[config.mk]
export PLATFORM = sky130hd
export DESIGN_NAME = gt_rx_align_monitor
export DESIGN_NICKNAME = d
export VERILOG_FILES = /design/src/rtl/gt_rx_align_monitor.sv
export SDC_FILE = /design/constraint.sdc
export NUM_CORES = 1
export LEC_CHECK = 0
export ABC_CLOCK_PERIOD_IN_PS = 4350
export CORE_UTILIZATION = 40
export CTS_BUF_LIST = sky130_fd_sc_hd__clkbuf_2 sky130_fd_sc_hd__clkbuf_4 sky130_fd_sc_hd__clkbuf_8
export DETAILED_ROUTE_END_ITERATION = 16
export PLACE_DENSITY = 0.66
export RECOVER_POWER = 25
export SLEW_MARGIN = 20
export SYNTH_ARGS = -nofsm -noshare
export SYNTH_HDL_FRONTEND = slang
export SYNTH_SLANG_ARGS = --single-unit
[constraint.sdc]
create_clock -name clk -period 4.35 [get_ports clk]
set_input_delay 0.6525 -clock clk [delete_from_list [all_inputs] [get_ports clk]]
set_output_delay 0.6525 -clock clk [all_outputs]
set_load 0.02 [all_outputs]
[src/rtl/gt_rx_align_monitor.sv]
// Word-alignment monitor and auto-realign controller for 8b/10b transceiver RX links.
// Qualifies received words once a run of clean commas is seen, counts faults, and requests transceiver resets until lock.
module gt_rx_align_monitor #(
  parameter int BYTES               = 2,
  parameter int COMMA_LANE          = 0,
  parameter int COMMAS_NEEDED       = 30,
  parameter int FAULT_COUNTER_WIDTH = 10,
  parameter int TIMEOUT_CYCLES      = 65536,
  parameter int RESET_PULSE_CYCLES  = 16,
  parameter int MAX_ATTEMPTS        = 255,
  localparam int ATTEMPT_WIDTH      = $clog2(MAX_ATTEMPTS + 1)
) (
  input  logic                           clk,
  input  logic                           reset,
  input  logic                           enable,
  input  logic                           clearCounters,
  input  logic                           resetDone,
  input  logic [8*BYTES-1:0]             rxData,
  input  logic [BYTES-1:0]               rxCharIsK,
  input  logic [BYTES-1:0]               rxCharIsComma,
  input  logic [BYTES-1:0]               rxNotInTable,
  input  logic [BYTES-1:0]               rxDisparityError,
  output logic                           rxSynchronized,
  output logic [8*BYTES-1:0]             outData,
  output logic [BYTES-1:0]               outCharIsK,
  output logic [BYTES-1:0]               outCharIsComma,
  output logic                           gtResetRequest,
  output logic [2:0]                     state,
  output logic [ATTEMPT_WIDTH-1:0]       attemptCount,
  output logic                           alignFailed,
  output logic [FAULT_COUNTER_WIDTH-1:0] badCharCount,
  output logic [FAULT_COUNTER_WIDTH-1:0] badKCount,
  output logic [FAULT_COUNTER_WIDTH-1:0] disparityCount
);

  localparam int COMMA_CNT_WIDTH = (COMMAS_NEEDED > 1) ? $clog2(COMMAS_NEEDED) : 1;
  localparam int TIMER_SPAN      = (TIMEOUT_CYCLES > RESET_PULSE_CYCLES) ? TIMEOUT_CYCLES : RESET_PULSE_CYCLES;
  localparam int TIMER_WIDTH     = $clog2(TIMER_SPAN + 1);

  localparam logic [COMMA_CNT_WIDTH-1:0]     COMMA_RELOAD  = COMMA_CNT_WIDTH'(COMMAS_NEEDED - 1);
  localparam logic [COMMA_CNT_WIDTH-1:0]     COMMA_ZERO    = COMMA_CNT_WIDTH'(1'b0);
  localparam logic [COMMA_CNT_WIDTH-1:0]     COMMA_ONE     = COMMA_CNT_WIDTH'(1'b1);
  localparam logic [TIMER_WIDTH-1:0]         TIMER_ZERO    = TIMER_WIDTH'(1'b0);
  localparam logic [TIMER_WIDTH-1:0]         TIMER_ONE     = TIMER_WIDTH'(1'b1);
  localparam logic [TIMER_WIDTH-1:0]         TIMEOUT_LAST  = TIMER_WIDTH'(TIMEOUT_CYCLES - 1);
  localparam logic [TIMER_WIDTH-1:0]         PULSE_LAST    = TIMER_WIDTH'(RESET_PULSE_CYCLES - 1);
  localparam logic [ATTEMPT_WIDTH-1:0]       ATTEMPT_ZERO  = ATTEMPT_WIDTH'(1'b0);
  localparam logic [ATTEMPT_WIDTH-1:0]       ATTEMPT_ONE   = ATTEMPT_WIDTH'(1'b1);
  localparam logic [ATTEMPT_WIDTH-1:0]       ATTEMPT_MAX   = ATTEMPT_WIDTH'(MAX_ATTEMPTS);
  localparam logic [ATTEMPT_WIDTH-1:0]       ATTEMPT_FULL  = {ATTEMPT_WIDTH{1'b1}};
  localparam logic [FAULT_COUNTER_WIDTH-1:0] FAULT_ZERO    = {FAULT_COUNTER_WIDTH{1'b0}};
  localparam logic [FAULT_COUNTER_WIDTH-1:0] FAULT_ONE     = FAULT_COUNTER_WIDTH'(1'b1);
  localparam logic [FAULT_COUNTER_WIDTH-1:0] FAULT_FULL    = {FAULT_COUNTER_WIDTH{1'b1}};
  localparam logic [BYTES-1:0]               COMMA_MASK    = BYTES'(1'b1) << COMMA_LANE;

  typedef enum logic [2:0] {
    IDLE      = 3'd0,
    WAIT_DONE = 3'd1,
    HUNT      = 3'd2,
    LOCKED    = 3'd3,
    RESET     = 3'd4,
    FAILED    = 3'd5
  } alignStateT;

  alignStateT                  state_r;
  alignStateT                  stateNext_s;
  logic [TIMER_WIDTH-1:0]      timer_r;
  logic [COMMA_CNT_WIDTH-1:0]  commaCount_r;
  logic [BYTES-1:0]            strayK_s;
  logic [7:0]                  commaByte_s;
  logic                        wordErr_s;
  logic                        goodComma_s;

  function automatic logic [FAULT_COUNTER_WIDTH-1:0] satInc(
    input logic [FAULT_COUNTER_WIDTH-1:0] value,
    input logic                           hit
  );
    logic [FAULT_COUNTER_WIDTH-1:0] result;
    if (hit && (value != FAULT_FULL)) begin
      result = value + FAULT_ONE;
    end else begin
      result = value;
    end
    return result;
  endfunction

  // K characters are only legal in the comma lane; anywhere else they mean misframing.
  assign strayK_s    = rxCharIsK & ~COMMA_MASK;
  assign commaByte_s = rxData[8*COMMA_LANE +: 8];
  assign wordErr_s   = (|rxNotInTable) | (|rxDisparityError) | (|strayK_s);
  assign goodComma_s = ~wordErr_s & rxCharIsK[COMMA_LANE] & (commaByte_s == 8'hBC);
  assign state       = state_r;

  // Comma run counter; sync is declared when the counter would underflow.
  always_ff @(posedge clk or posedge reset) begin
    if (reset) begin
      commaCount_r   <= COMMA_RELOAD;
      rxSynchronized <= 1'b0;
    end else if (wordErr_s) begin
      commaCount_r   <= COMMA_RELOAD;
      rxSynchronized <= 1'b0;
    end else if (!rxSynchronized && goodComma_s) begin
      if (commaCount_r == COMMA_ZERO) begin
        commaCount_r   <= COMMA_RELOAD;
        rxSynchronized <= 1'b1;
      end else begin
        commaCount_r   <= commaCount_r - COMMA_ONE;
      end
    end else begin
      commaCount_r   <= commaCount_r;
      rxSynchronized <= rxSynchronized;
    end
  end

  // Qualified data path: pass a word only when already aligned and the word itself is clean.
  always_ff @(posedge clk or posedge reset) begin
    if (reset) begin
      outData        <= {(8*BYTES){1'b0}};
      outCharIsK     <= {BYTES{1'b0}};
      outCharIsComma <= {BYTES{1'b0}};
    end else if (rxSynchronized && !wordErr_s) begin
      outData        <= rxData;
      outCharIsK     <= rxCharIsK;
      outCharIsComma <= rxCharIsComma;
    end else begin
      outData        <= {(8*BYTES){1'b0}};
      outCharIsK     <= {BYTES{1'b0}};
      outCharIsComma <= {BYTES{1'b0}};
    end
  end

  // Saturating fault counters, counted only on an aligned link.
  always_ff @(posedge clk or posedge reset) begin
    if (reset) begin
      badCharCount   <= FAULT_ZERO;
      badKCount      <= FAULT_ZERO;
      disparityCount <= FAULT_ZERO;
    end else if (clearCounters) begin
      badCharCount   <= FAULT_ZERO;
      badKCount      <= FAULT_ZERO;
      disparityCount <= FAULT_ZERO;
    end else begin
      badCharCount   <= satInc(badCharCount,   rxSynchronized & (|rxNotInTable));
      badKCount      <= satInc(badKCount,      rxSynchronized & (|strayK_s));
      disparityCount <= satInc(disparityCount, rxSynchronized & (|rxDisparityError));
    end
  end

  // Realign controller next-state; dropping enable overrides everything.
  always_comb begin
    stateNext_s = state_r;
    if (enable) begin
      case (state_r)
        IDLE: begin
          stateNext_s = WAIT_DONE;
        end
        WAIT_DONE: begin
          if (resetDone) begin
            stateNext_s = HUNT;
          end else begin
            stateNext_s = WAIT_DONE;
          end
        end
        HUNT: begin
          if (rxSynchronized) begin
            stateNext_s = LOCKED;
          end else if (timer_r == TIMEOUT_LAST) begin
            if (attemptCount == ATTEMPT_MAX) begin
              stateNext_s = FAILED;
            end else begin
              stateNext_s = RESET;
            end
          end else begin
            stateNext_s = HUNT;
          end
        end
        RESET: begin
          if (timer_r == PULSE_LAST) begin
            stateNext_s = WAIT_DONE;
          end else begin
            stateNext_s = RESET;
          end
        end
        LOCKED: begin
          if (rxSynchronized) begin
            stateNext_s = LOCKED;
          end else begin
            stateNext_s = HUNT;
          end
        end
        FAILED: begin
          stateNext_s = FAILED;
        end
        default: begin
          stateNext_s = IDLE;
        end
      endcase
    end else begin
      stateNext_s = IDLE;
    end
  end

  // Controller registers; one timer serves both the hunt timeout and the reset pulse.
  always_ff @(posedge clk or posedge reset) begin
    if (reset) begin
      state_r        <= IDLE;
      timer_r        <= TIMER_ZERO;
      attemptCount   <= ATTEMPT_ZERO;
      gtResetRequest <= 1'b0;
      alignFailed    <= 1'b0;
    end else begin
      state_r        <= stateNext_s;
      gtResetRequest <= (stateNext_s == RESET);
      alignFailed    <= (stateNext_s == FAILED);

      if (stateNext_s != state_r) begin
        timer_r <= TIMER_ZERO;
      end else if ((state_r == HUNT) || (state_r == RESET)) begin
        timer_r <= timer_r + TIMER_ONE;
      end else begin
        timer_r <= TIMER_ZERO;
      end

      if (stateNext_s == IDLE) begin
        attemptCount <= ATTEMPT_ZERO;
      end else if ((state_r == LOCKED) && (stateNext_s == HUNT)) begin
        attemptCount <= ATTEMPT_ZERO;
      end else if ((state_r != RESET) && (stateNext_s == RESET) && (attemptCount != ATTEMPT_FULL)) begin
        attemptCount <= attemptCount + ATTEMPT_ONE;
      end else begin
        attemptCount <= attemptCount;
      end
    end
  end

endmodule

==> metrics.md, run 1 <==
| Metric | Value |
|---|---|
| Minimum clock period | `3.49 ns` |
| Placed cell count | `618` |
| Max-slew violation count | `49` |
| Crit path kind | `flip-flop to flip-flop` |
| Drt pass-1 iters | `4` |
| Routed wire length | `8840 µm` |
| Pin count of the biggest net entering global routing | `49` |
| Hold Buf Count CTS | `0` |
| Die height | `103 µm` |
| Run status | `complete, but fails checks` |
| Core Area | `9820 µm²` |
| Predominant post-synthesis flop cell | `dfrtp_1` |
| Post-Place Setup Slack | `0.898 ns` |
| RSZ-0062 raised after global routing | `false` |
| Post-layout util | `0.543` |
| Leakage power total | `0.00235 µW` |
| Via density per instance | `5.16` |
| Post-route setup slack | `0.855 ns` |
| Area growth, synth to finish | `30.8%` |
| Share of the synthesized area in the top cell type | `0.503` |
| Final critical-path share of the clock period | `0.803` |
| Total CTS buffers | `9` |
| # diodes | `0` |
| Crit path max fanout | `17` |
| Synth Register Bits | `86` |
| Starting DRT DRC Count | `110` |
| Xor and xnor area share after synthesis | `0.0816` |
| Worst slew pin tran | `2.09 ns` |
| Synthesized area | `4080 µm²` |
| Slew HR | `-0.404` |
| Switching Share | `0.230` |
| Vias | `3274` |
| Pwr/cell area | `283 nW/µm²` |
| Max-capacitance violation count | `1` |
| Number of H-tree levels | `3` |
| Req. time, crit path | `4.56 ns` |
| EDFF count, synth | `0` |
| Placement row count | `36` |
| Pwr Total | `1510 µW` |
| Yosys warning count | `0` |
| Total die area | `10600 µm²` |
| Chip width | `103 µm` |
| Routed len/inst | `13.9 µm` |
| Layout Nets | `532` |
| Syn nets | `439` |
| Top post-synthesis cells by area | `dfrtp_1 (50%), nor2_1 (5.7%), and3_1 (5.4%), xor2_1 (5.4%), nand2_1 (3.0%)` |
| CTS tree | `built` |
| Post-Synth Adder-Cell Area | `0.0215` |
| Top-level port count | `93` |
| Synth Area in Simple Gates | `0.255` |
| Clk slew on worst S/H paths | `0.09 ns` |
| Critical Path Start Type | `flip-flop` |
| CTS Buffer Depth | `2` |
| Async S/R FF share, synth | `1.00` |
| Final GP Congestion | `0.864` |
| Endpoints failing setup | `0` |
| Hpwl dp | `6230 µm` |
| CTS sink count | `86` |
| Root buffer cell | `clkbuf_8` |
| Mux share of post-synthesis cell area | `0.0126` |
| Total global routing overflow | `0` |
| First-pass GRT wire length | `14500 µm` |
| Cts repair resizes | `0` |
| TNS Setup | `0 ns` |
| Compound-gate portion of the synthesized area | `0.0718` |
| Seq/Total Area, Yosys | `0.529` |
| Int Power | `1160 µW` |
| Netlist cell types | `53` |
| Initial Utilization | `0.415` |
| Worst Setup End Kind | `flip-flop` |
| Antenna violations before repair | `0` |
| Antenna-violating nets left | `0` |
| Worst VDD drop | `156 µV` |
| Top achievable clock speed | `286 MHz` |
| PortBufs | `92` |
| Layout Cells excl Fill | `634` |
| Max Clock Skew | `0.0114 ns` |
| Failing checks | `capacitance limit, slew limit` |
| Skew-Pair Late Insertion Delay | `0.36 ns` |
| Net load switching power | `348 µW` |
| Combinational power share | `0.054` |
| Final Hold Fails | `0` |
| DRC errors left | `0` |
| Clock share of power | `0.413` |
| Main combinational cell family by area after synthesis | `simple AND/OR/NAND/NOR gates` |
| Syn avg cell area | `10.1 µm²` |
| Vias in the first global route | `3144` |
| GRT Total Usage | `0.178` |
| Post-CTS setup buffers | `0` |
| Share of cells above drive strength 1 | `0.0619` |
| Syn Inst Count | `403` |
| Worst min path class | `flip-flop to flip-flop` |
| CP arrival | `3.70 ns` |
| Sequential share of power | `0.533` |
| Cell taking the most area after synthesis | `dfrtp_1` |
-- critical path, cell delays in order, from the launching register on --
cell and delay (ns):
dfrtp_1 0.38, ha_1 0.19, and3_1 0.24, nand3_1 0.09, nor2_1 0.25, and3_1 0.21, ha_1 0.17, inv_1 0.05
o41ai_1 0.78, or2_2 0.32, a221o_1 0.55, nor2_1 0.12
-- sequential cells by signal, indices dropped and copies added (netlist names), 2 cells and up --
| register | count |
|---|---|
| attemptCount | 8 |
| badCharCount | 10 |
| badKCount | 10 |
| commaCount_r | 5 |
| disparityCount | 10 |
| outCharIsComma | 2 |
| outCharIsK | 2 |
| outData | 16 |
| state | 3 |
| timer_r | 17 |
-- kinds of logic after synthesis --
logic type / Yosys count
mux: 5
simple gates: 202
fa+ha+maj: 7
other cells: 1
compound gates: 40
flops: 86
xor+xnor: 38
buf+inv: 24
-- cells in the mapped netlist, drive strengths merged (2+ instances only) --
cell / n
a21oi: 8
a221o: 2
a31oi: 2
a41oi: 3
and2: 2
and3: 35
and4: 4
buf: 5
clkbuf: 8
dfrtp: 82
dfstp: 4
ha: 7
inv: 11
mux2i: 4
nand2: 33
nand2b: 4
nand3: 19
nand3b: 5
nand4: 9
nor2: 63
nor2b: 3
nor3: 7
nor4: 4
o21a: 6
o21ai: 6
o31ai: 3
or3: 2
or4: 5
xnor2: 13
xor2: 25
-- final cells by class --
| cell class | instances | area [µm²] |
|---|---|---|
| Fill cell | 922 | 4490 |
| Sequential cell | 86 | 2160 |
| Multi-Input combinational cell | 293 | 1810 |
| Timing Repair Buffer | 95 | 935 |
| Tap cell | 133 | 166 |
| Clock buffer | 9 | 124 |
| Clock inverter | 7 | 98.8 |
| Inverter | 11 | 42.5 |
-- routing by layer --
metal	routed length, µm	vias up	global-route usage
met5	0	-	0
met4	235	0	0.0932
met3	548	20	0.0481
met2	3880	102	0.271
met1	4170	1564	0.233
li1	-	1588	-
-- path summary, 6_finish.rpt --
check	start	end	slack (ns)	cells after the start
setup reg to reg	timer_r[0]	timer_r[8]	0.86	11
max in group asynchronous	reset	outData[3]	1.66	3
hold / removal	timer_r[0]	timer_r[0]	0.47	1
setup / recovery	timer_r[0]	timer_r[8]	0.86	11
hold reg to reg	timer_r[0]	timer_r[0]	0.47	1
min in group asynchronous	reset	attemptCount[6]	1.29	2
-- through the flow --
step | hold slack (ns) | instance area, µm²
3_5_place_dp | 0.450 | 5120
4_1_cts | 0.463 | 5340
6_report | 0.468 | 5330
5_1_grt | 0.499 | 5330
2_1_floorplan | 0.422 | 4080
3_3_place_gp | 0.438 | 5120
-- power groups by stage --
stage	logic (µW)	clock network [µW]	registers, µW
floorplan	41.2	0	821
detailed placement	84.4	0	821
CTS	85.1	641	805
global placement	84.1	0	821
finish	82.2	623	805
global route	91.5	672	806
-- placed cells by master (no fill, tap or decap), drive strengths merged, types with 8 or more instances in the layout --
cell / Yosys / final
a21oi: 8 / 8
and3: 35 / 35
clkbuf: 8 / 10
clkdlybuf4s50: 0 / 90
dfrtp: 82 / 82
inv: 11 / 10
nand2: 33 / 33
nand3: 19 / 19
nand4: 9 / 9
nor2: 63 / 63
xnor2: 13 / 13
xor2: 25 / 25
Power figures use the tool's default switching activity.
==> run 2: changes to the inputs <==
--- a/config.mk
+++ b/config.mk
@@ -5,7 +5,7 @@
 export SDC_FILE = /design/constraint.sdc
 export NUM_CORES = 1
 export LEC_CHECK = 0
-export ABC_CLOCK_PERIOD_IN_PS = 4350
+export ABC_CLOCK_PERIOD_IN_PS = 3300
 export CORE_UTILIZATION = 40
 export CTS_BUF_LIST = sky130_fd_sc_hd__clkbuf_2 sky130_fd_sc_hd__clkbuf_4 sky130_fd_sc_hd__clkbuf_8
 export DETAILED_ROUTE_END_ITERATION = 16
==> constraint.sdc (replaced) <==
create_clock -name clk -period 3.3 [get_ports clk]
set_input_delay 0.495 -clock clk [delete_from_list [all_inputs] [get_ports clk]]
set_output_delay 0.495 -clock clk [all_outputs]
set_load 0.02 [all_outputs]
==> metrics.md, run 2 (same netlist as run 1, synthesis figures left out) <==
| Metric | Value |
|---|---|
| Run status | `complete, but fails checks` |
| Failing checks | `capacitance limit, slew limit` |
| Routed len/inst | `14.0 µm (+0.10%)` |
| Minimum clock period | `3.04 ns (-0.452 ns)` |
| Net load switching power | `426 µW (+23%)` |
| Vias in the first global route | `3239 (+3.0%)` |
| Post-route setup slack | `0.258 ns (-0.598 ns)` |
| Antenna violations before repair | `0 (unchanged)` |
| First-pass GRT wire length | `15000 µm (+3.3%)` |
| DRC errors left | `0 (unchanged)` |
| CP arrival | `3.31 ns (-0.39 ns)` |
| Routed wire length | `8930 µm (+1.1%)` |
| Worst Setup End Kind | `flip-flop` |
| Crit path kind | `flip-flop to flip-flop` |
| Leakage power total | `0.00241 µW (+2.2%)` |
| Clock share of power | `0.434 (+0.021)` |
| Combinational power share | `0.055 (about the same)` |
| Worst slew pin tran | `1.69 ns (-0.403 ns)` |
| Hold Buf Count CTS | `0 (unchanged)` |
| Top-level port count | `93 (unchanged)` |
| RSZ-0062 raised after global routing | `false` |
| Share of cells above drive strength 1 | `0.0750 (+0.0131)` |
| Sequential share of power | `0.512 (-0.021)` |
| Pin count of the biggest net entering global routing | `42 (-14%)` |
| Layout Nets | `538 (+1.1%)` |
| Req. time, crit path | `3.57 ns (-0.99 ns)` |
| Largest register FFs | `17 (unchanged)` |
| CTS Buffer Depth | `2 (unchanged)` |
| Starting DRT DRC Count | `148 (+35%)` |
| Die height | `103 µm (unchanged)` |
| Worst path cell trace | `ha_1, and3_2, nand3_1, nor2_1, and3_1, ha_1, nand2b_4, nor2_4, o221ai_2, or4_4, or4_1, a21oi_1` |
| Max-capacitance violation count | `1 (unchanged)` |
| Area growth, synth to finish | `33.1%` |
| Top reg by flops | `timer_r` |
| Max Clock Skew | `0.0138 ns (+0.00243 ns)` |
| Final GP Congestion | `0.855 (-1.0%)` |
| Number of H-tree levels | `3 (unchanged)` |
| CP delay by family, top | `simple AND/OR/NAND/NOR gates` |
| Pwr/cell area | `382 nW/µm² (+35%)` |
| # diodes | `0 (unchanged)` |
| Top flop regs | `timer_r: 17 flops, outData: 16 flops` |
| Clk slew on worst S/H paths | `0.08 ns (about the same)` |
| Switching Share | `0.206 (-0.0246)` |
| PortBufs | `92 (unchanged)` |
| Vias | `3269 (-0.15%)` |
| Top achievable clock speed | `329 MHz (+15%)` |
| Commonest non-fill, non-tap cells in the layout | `clkdlybuf4s50_1 (91), dfrtp_1 (82), nor2_1 (62), and3_1 (34), nand2_1 (33)` |
| CTS sink count | `86 (unchanged)` |
| # fillers | `900 (-2.4%)` |
| Chip width | `103 µm (unchanged)` |
| Most used cell, CP | `ha_1` |
| Endpoints failing setup | `0 (unchanged)` |
| GRT Total Usage | `0.182 (+0.00355)` |
| Final Hold Fails | `0 (unchanged)` |
| Hpwl dp | `6290 µm (+1.0%)` |
| CTS tree | `built` |
| Post-CTS setup buffers | `0 (unchanged)` |
| Slew HR | `-0.134 (+0.270)` |
| Final critical-path share of the clock period | `0.922 (+0.119)` |
| Worst-path cell with the longest stage delay | `or4_4` |
| Via density per instance | `5.11 (-1.1%)` |
| Int Power | `1650 µW (+42%)` |
| Max-slew violation count | `42 (-14%)` |
| Buf/Inv on CP | `0 (-1)` |
| CP max stage delay | `0.53 ns (-0.25 ns)` |
| Root buffer cell | `clkbuf_8` |
| Worst VDD drop | `238 µV (+52%)` |
| Total die area | `10600 µm² (unchanged)` |
| Post-Place Setup Slack | `0.226 ns (-0.672 ns)` |
| Critical Path Start Type | `flip-flop` |
| Crit path max fanout | `6 (-11)` |
| Drt pass-1 iters | `4 (unchanged)` |
| Total global routing overflow | `0 (unchanged)` |
| Worst min path class | `flip-flop to flip-flop` |
| TNS Setup | `0 ns (unchanged)` |
| Core Area | `9820 µm² (unchanged)` |
| Commonest non-fill, non-tap cell in the layout | `clkdlybuf4s50_1` |
| Initial Utilization | `0.415 (unchanged)` |
| Antenna-violating nets left | `0 (unchanged)` |
| Placement row count | `36 (unchanged)` |
| Skew-Pair Late Insertion Delay | `0.35 ns (about the same)` |
| Total CTS buffers | `9 (unchanged)` |
-- run 2: area by class of cell --
cell class | count | area [µm²] | area share
sequential | 86 | 2160 | 0.398
clock buffer | 12 | 153 | 0.0281
clock inverter | 4 | 95.1 | 0.0175
tap | 133 | 166 | 0.0307
inverter | 11 | 42.5 | 0.00784
timing repair buffer | 101 | 995 | 0.183
multi-input combinational | 293 | 1820 | 0.335
-- run 2: timing repair --
action / in CTS / in global routing
resized for setup: 0 / 2
endpoints found under the hold margin: 0 / 0
endpoints found under the setup margin: 0 / 1
-- run 2: layer usage --
metal  vias to the layer above  routed length (µm)  global-route usage
li1                       1595                   -                   -
met1                      1567                4260               0.243
met2                        93                3990               0.289
met3                        14                 567              0.0386
met4                         0                 115              0.0737
met5                         -                   0                   0
-- run 2: power groups by stage --
stage / Sequential, µW / Combinational [µW] / Clock (µW)
3_5_place_dp: 1080 / 116 / 0
4_1_cts: 1060 / 117 / 923
3_3_place_gp: 1080 / 116 / 0
5_1_grt: 1060 / 127 / 963
6_report: 1060 / 114 / 899
2_1_floorplan: 1080 / 54.3 / 0
-- run 2: worst paths after layout --
| kind | from | to | slack [ns] | cells after the start |
|---|---|---|---|---|
| worst max-delay path | timer_r[0] | attemptCount[7] | 0.26 | 12 |
| worst min-delay path | timer_r[0] | timer_r[0] | 0.49 | 1 |
| worst max register to register | timer_r[0] | attemptCount[7] | 0.26 | 12 |
| worst min register to register | timer_r[0] | timer_r[0] | 0.49 | 1 |
| max in group asynchronous | reset | timer_r[4] | 0.85 | 3 |
| min in group asynchronous | reset | attemptCount[6] | 1.01 | 2 |
-- run 2: through the flow --
step / hold WS (ns) / util / instance area [µm²] / std cells / power (µW)
final: 0.489 / 0.553 / 5430 / 640 / 2070
after floorplan: 0.422 / - / 4080 / 403 / 1140
after CTS: 0.497 / 0.552 / 5420 / 640 / 2100
after global routing: 0.511 / 0.553 / 5430 / 640 / 2150
after detailed placement: 0.454 / 0.527 / 5180 / 624 / 1200
after global placement: 0.434 / 0.527 / 5180 / 624 / 1200
==> run 3: changes to the inputs <==
--- a/config.mk
+++ b/config.mk
@@ -6,10 +6,9 @@
 export NUM_CORES = 1
 export LEC_CHECK = 0
 export ABC_CLOCK_PERIOD_IN_PS = 3300
-export CORE_UTILIZATION = 40
+export CORE_UTILIZATION = 23
 export CTS_BUF_LIST = sky130_fd_sc_hd__clkbuf_2 sky130_fd_sc_hd__clkbuf_4 sky130_fd_sc_hd__clkbuf_8
 export DETAILED_ROUTE_END_ITERATION = 16
-export PLACE_DENSITY = 0.66
 export RECOVER_POWER = 25
 export SLEW_MARGIN = 20
 export SYNTH_ARGS = -nofsm -noshare
==> metrics.md, run 3 (same netlist as run 1, synthesis figures left out) <==
| Metric | Value |
|---|---|
| Pwr/cell area | `380 nW/µm² (-0.49%)` |
| Layout Nets | `536 (-0.37%)` |
| Via density per instance | `4.60 (-9.9%)` |
| Reg2reg end | `attemptCount[7]` |
| Post-CTS setup buffers | `0 (unchanged)` |
| Final Hold Fails | `0 (unchanged)` |
| Routed len/inst | `13.4 µm (-4.0%)` |
| Run status | `complete, but fails checks` |
| Starting DRT DRC Count | `191 (+29%)` |
| # fillers | `1778 (+98%)` |
| Total global routing overflow | `0 (unchanged)` |
| Max Clock Skew | `0.0140 ns (+0.000155 ns)` |
| Antenna-violating nets left | `0 (unchanged)` |
| Post-route setup slack | `0.232 ns (-0.0254 ns)` |
| Largest register FFs | `17 (unchanged)` |
| Placement row count | `48 (+33%)` |
| Root buffer cell | `clkbuf_8` |
| Share of cells above drive strength 1 | `0.0713 (-0.00366)` |
| Net load switching power | `459 µW (+7.7%)` |
| Clock share of power | `0.441 (+0.007)` |
| Hold Buf Count CTS | `0 (unchanged)` |
| Cts repair resizes | `0 (unchanged)` |
| CTS Buffer Depth | `2 (unchanged)` |
| Top flop regs | `timer_r: 17 flops, outData: 16 flops` |
| Pin count of the biggest net entering global routing | `87 (+110%)` |
| Critical Path Start Type | `flip-flop` |
| Slew HR | `-0.432 (-0.298)` |
| Max-slew violation count | `87 (+110%)` |
| TNS Setup | `0 ns (unchanged)` |
| Worst reg2reg path depth | `12 (unchanged)` |
| Leakage power total | `0.00240 µW (-0.42%)` |
| Crit path kind | `flip-flop to flip-flop` |
| CP arrival | `3.37 ns (+0.06 ns)` |
| Number of H-tree levels | `3 (unchanged)` |
| Vias in the first global route | `3282 (+1.3%)` |
| Skew-Pair Late Insertion Delay | `0.37 ns (+0.02 ns)` |
| Final critical-path share of the clock period | `0.930 (+0.00771)` |
| Worst-path cell with the longest stage delay | `or4_4` |
| Top reg by flops | `timer_r` |
| Top-level port count | `93 (unchanged)` |
| Worst path cell trace | `ha_1, and3_1, nand3_1, nor2_1, and3_1, ha_1, nand2b_1, nor2_4, o221ai_2, or4_4, or4_1, a21oi_1` |
| Minimum clock period | `3.07 ns (+0.0254 ns)` |
| Total CTS buffers | `9 (unchanged)` |
| Clk slew on worst S/H paths | `0.10 ns (+0.02 ns)` |
| Failing checks | `capacitance limit, slew limit` |
| Die height | `135 µm (+31%)` |
| Core Area | `17300 µm² (+76%)` |
| Area growth, synth to finish | `35.4%` |
| CP startpoint | `timer_r[0]` |
| Worst Setup End Kind | `flip-flop` |
| Hpwl dp | `6840 µm (+8.8%)` |
| CTS sink count | `86 (unchanged)` |
| Worst VDD drop | `221 µV (-7.0%)` |
| Routed wire length | `9780 µm (+9.5%)` |
| Combinational power share | `0.054 (about the same)` |
| Total die area | `18300 µm² (+72%)` |
| Pwr Total | `2100 µW (+1.2%)` |
| RSZ-0062 raised after global routing | `false` |
| Worst slew pin tran | `2.15 ns (+0.456 ns)` |
| CP max stage delay | `0.53 ns (about the same)` |
| Chip width | `135 µm (+31%)` |
| Drt pass-1 iters | `4 (unchanged)` |
| Int Power | `1640 µW (-0.44%)` |
| PortBufs | `92 (unchanged)` |
| First-pass GRT wire length | `16300 µm (+9.1%)` |
| DRC errors left | `0 (unchanged)` |
| Worst Setup EP | `attemptCount[7]` |
| Post-Place Setup Slack | `0.242 ns (+0.0159 ns)` |
| Crit path max fanout | `6 (unchanged)` |
| Commonest non-fill, non-tap cell in the layout | `clkdlybuf4s50_1` |
| GRT Total Usage | `0.113 (-0.0690)` |
| Max-capacitance violation count | `1 (unchanged)` |
| Sequential share of power | `0.505 (-0.007)` |
| Worst R2R Start | `timer_r[0]` |
| Final GP Congestion | `0.858 (+0.39%)` |
| # diodes | `0 (unchanged)` |
| Endpoints failing setup | `0 (unchanged)` |
| Top achievable clock speed | `326 MHz (-0.83%)` |
| Initial Utilization | `0.236 (-0.179)` |
| Worst min path class | `flip-flop to flip-flop` |
| Switching Share | `0.219 (+0.0131)` |
| CTS tree | `built` |
| Req. time, crit path | `3.60 ns (+0.03 ns)` |
| Vias | `3361 (+2.8%)` |
| Reg-to-reg slack, setup | `0.23 ns (-0.03 ns)` |
| Antenna violations before repair | `0 (unchanged)` |
| Commonest non-fill, non-tap cells in the layout | `clkdlybuf4s50_1 (90), dfrtp_1 (82), nor2_1 (62), and3_1 (35), nand2_1 (33)` |
==> run 3: routing by layer <==
layer / track usage / vias to the layer above / part of all wire
li1: - / 1589 / -
met1: 0.147 / 1666 / 0.48
met2: 0.180 / 95 / 0.46
met3: 0.0288 / 11 / 0.050
met4: 0.0412 / 0 / 0.013
met5: 0 / - / 0
==> run 3: how the worst min path moves through the flow <==
stage,from,end,slack (ns),depth (start not counted)
6_report,timer_r[0],timer_r[0],0.46,1
5_1_grt,timer_r[0],timer_r[0],0.48,1
4_1_cts,timer_r[0],timer_r[0],0.46,1
3_5_place_dp,timer_r[0],timer_r[0],0.45,1
3_3_place_gp,timer_r[0],timer_r[0],0.43,1
2_1_floorplan,timer_r[0],timer_r[0],0.42,1
==> run 3: final cells by class <==
class / instances / area [µm²] / share of cell area
repair buffers: 99 / 978 / 0.177
multi-input cells: 293 / 1810 / 0.328
well taps: 225 / 282 / 0.0510
clock inverters: 5 / 106 / 0.0193
flip-flops and latches: 86 / 2160 / 0.391
clock buffers: 11 / 145 / 0.0263
inverters: 11 / 42.5 / 0.00771
==> run 3: power by group through the flow <==
| stage | clock network (µW) | registers, µW | logic, µW |
|---|---|---|---|
| 3_3_place_gp | 0 | 1080 | 118 |
| 3_5_place_dp | 0 | 1080 | 118 |
| 6_report | 926 | 1060 | 113 |
| 4_1_cts | 968 | 1060 | 119 |
| 5_1_grt | 1010 | 1060 | 126 |
| 2_1_floorplan | 0 | 1080 | 54.3 |
==> run 3: worst max-delay path, delay by kind of cell, from the launching register on <==
kind / cells / cell delay [ns]
AO/OA/AOI/OAI: 2 / 0.32
adder cells (fa/ha/maj): 2 / 0.36
AND/OR/NAND/NOR: 8 / 1.96
flip-flops: 1 / 0.38
==> run 3: through the flow <==
stage	util	hold slack, ns	std cells	instance area [µm²]
after floorplan	-	0.422	403	4080
after global placement	0.306	0.434	714	5290
after detailed placement	0.306	0.449	714	5290
after CTS	0.320	0.461	730	5540
after global routing	0.319	0.480	730	5520
final	0.319	0.463	730	5520
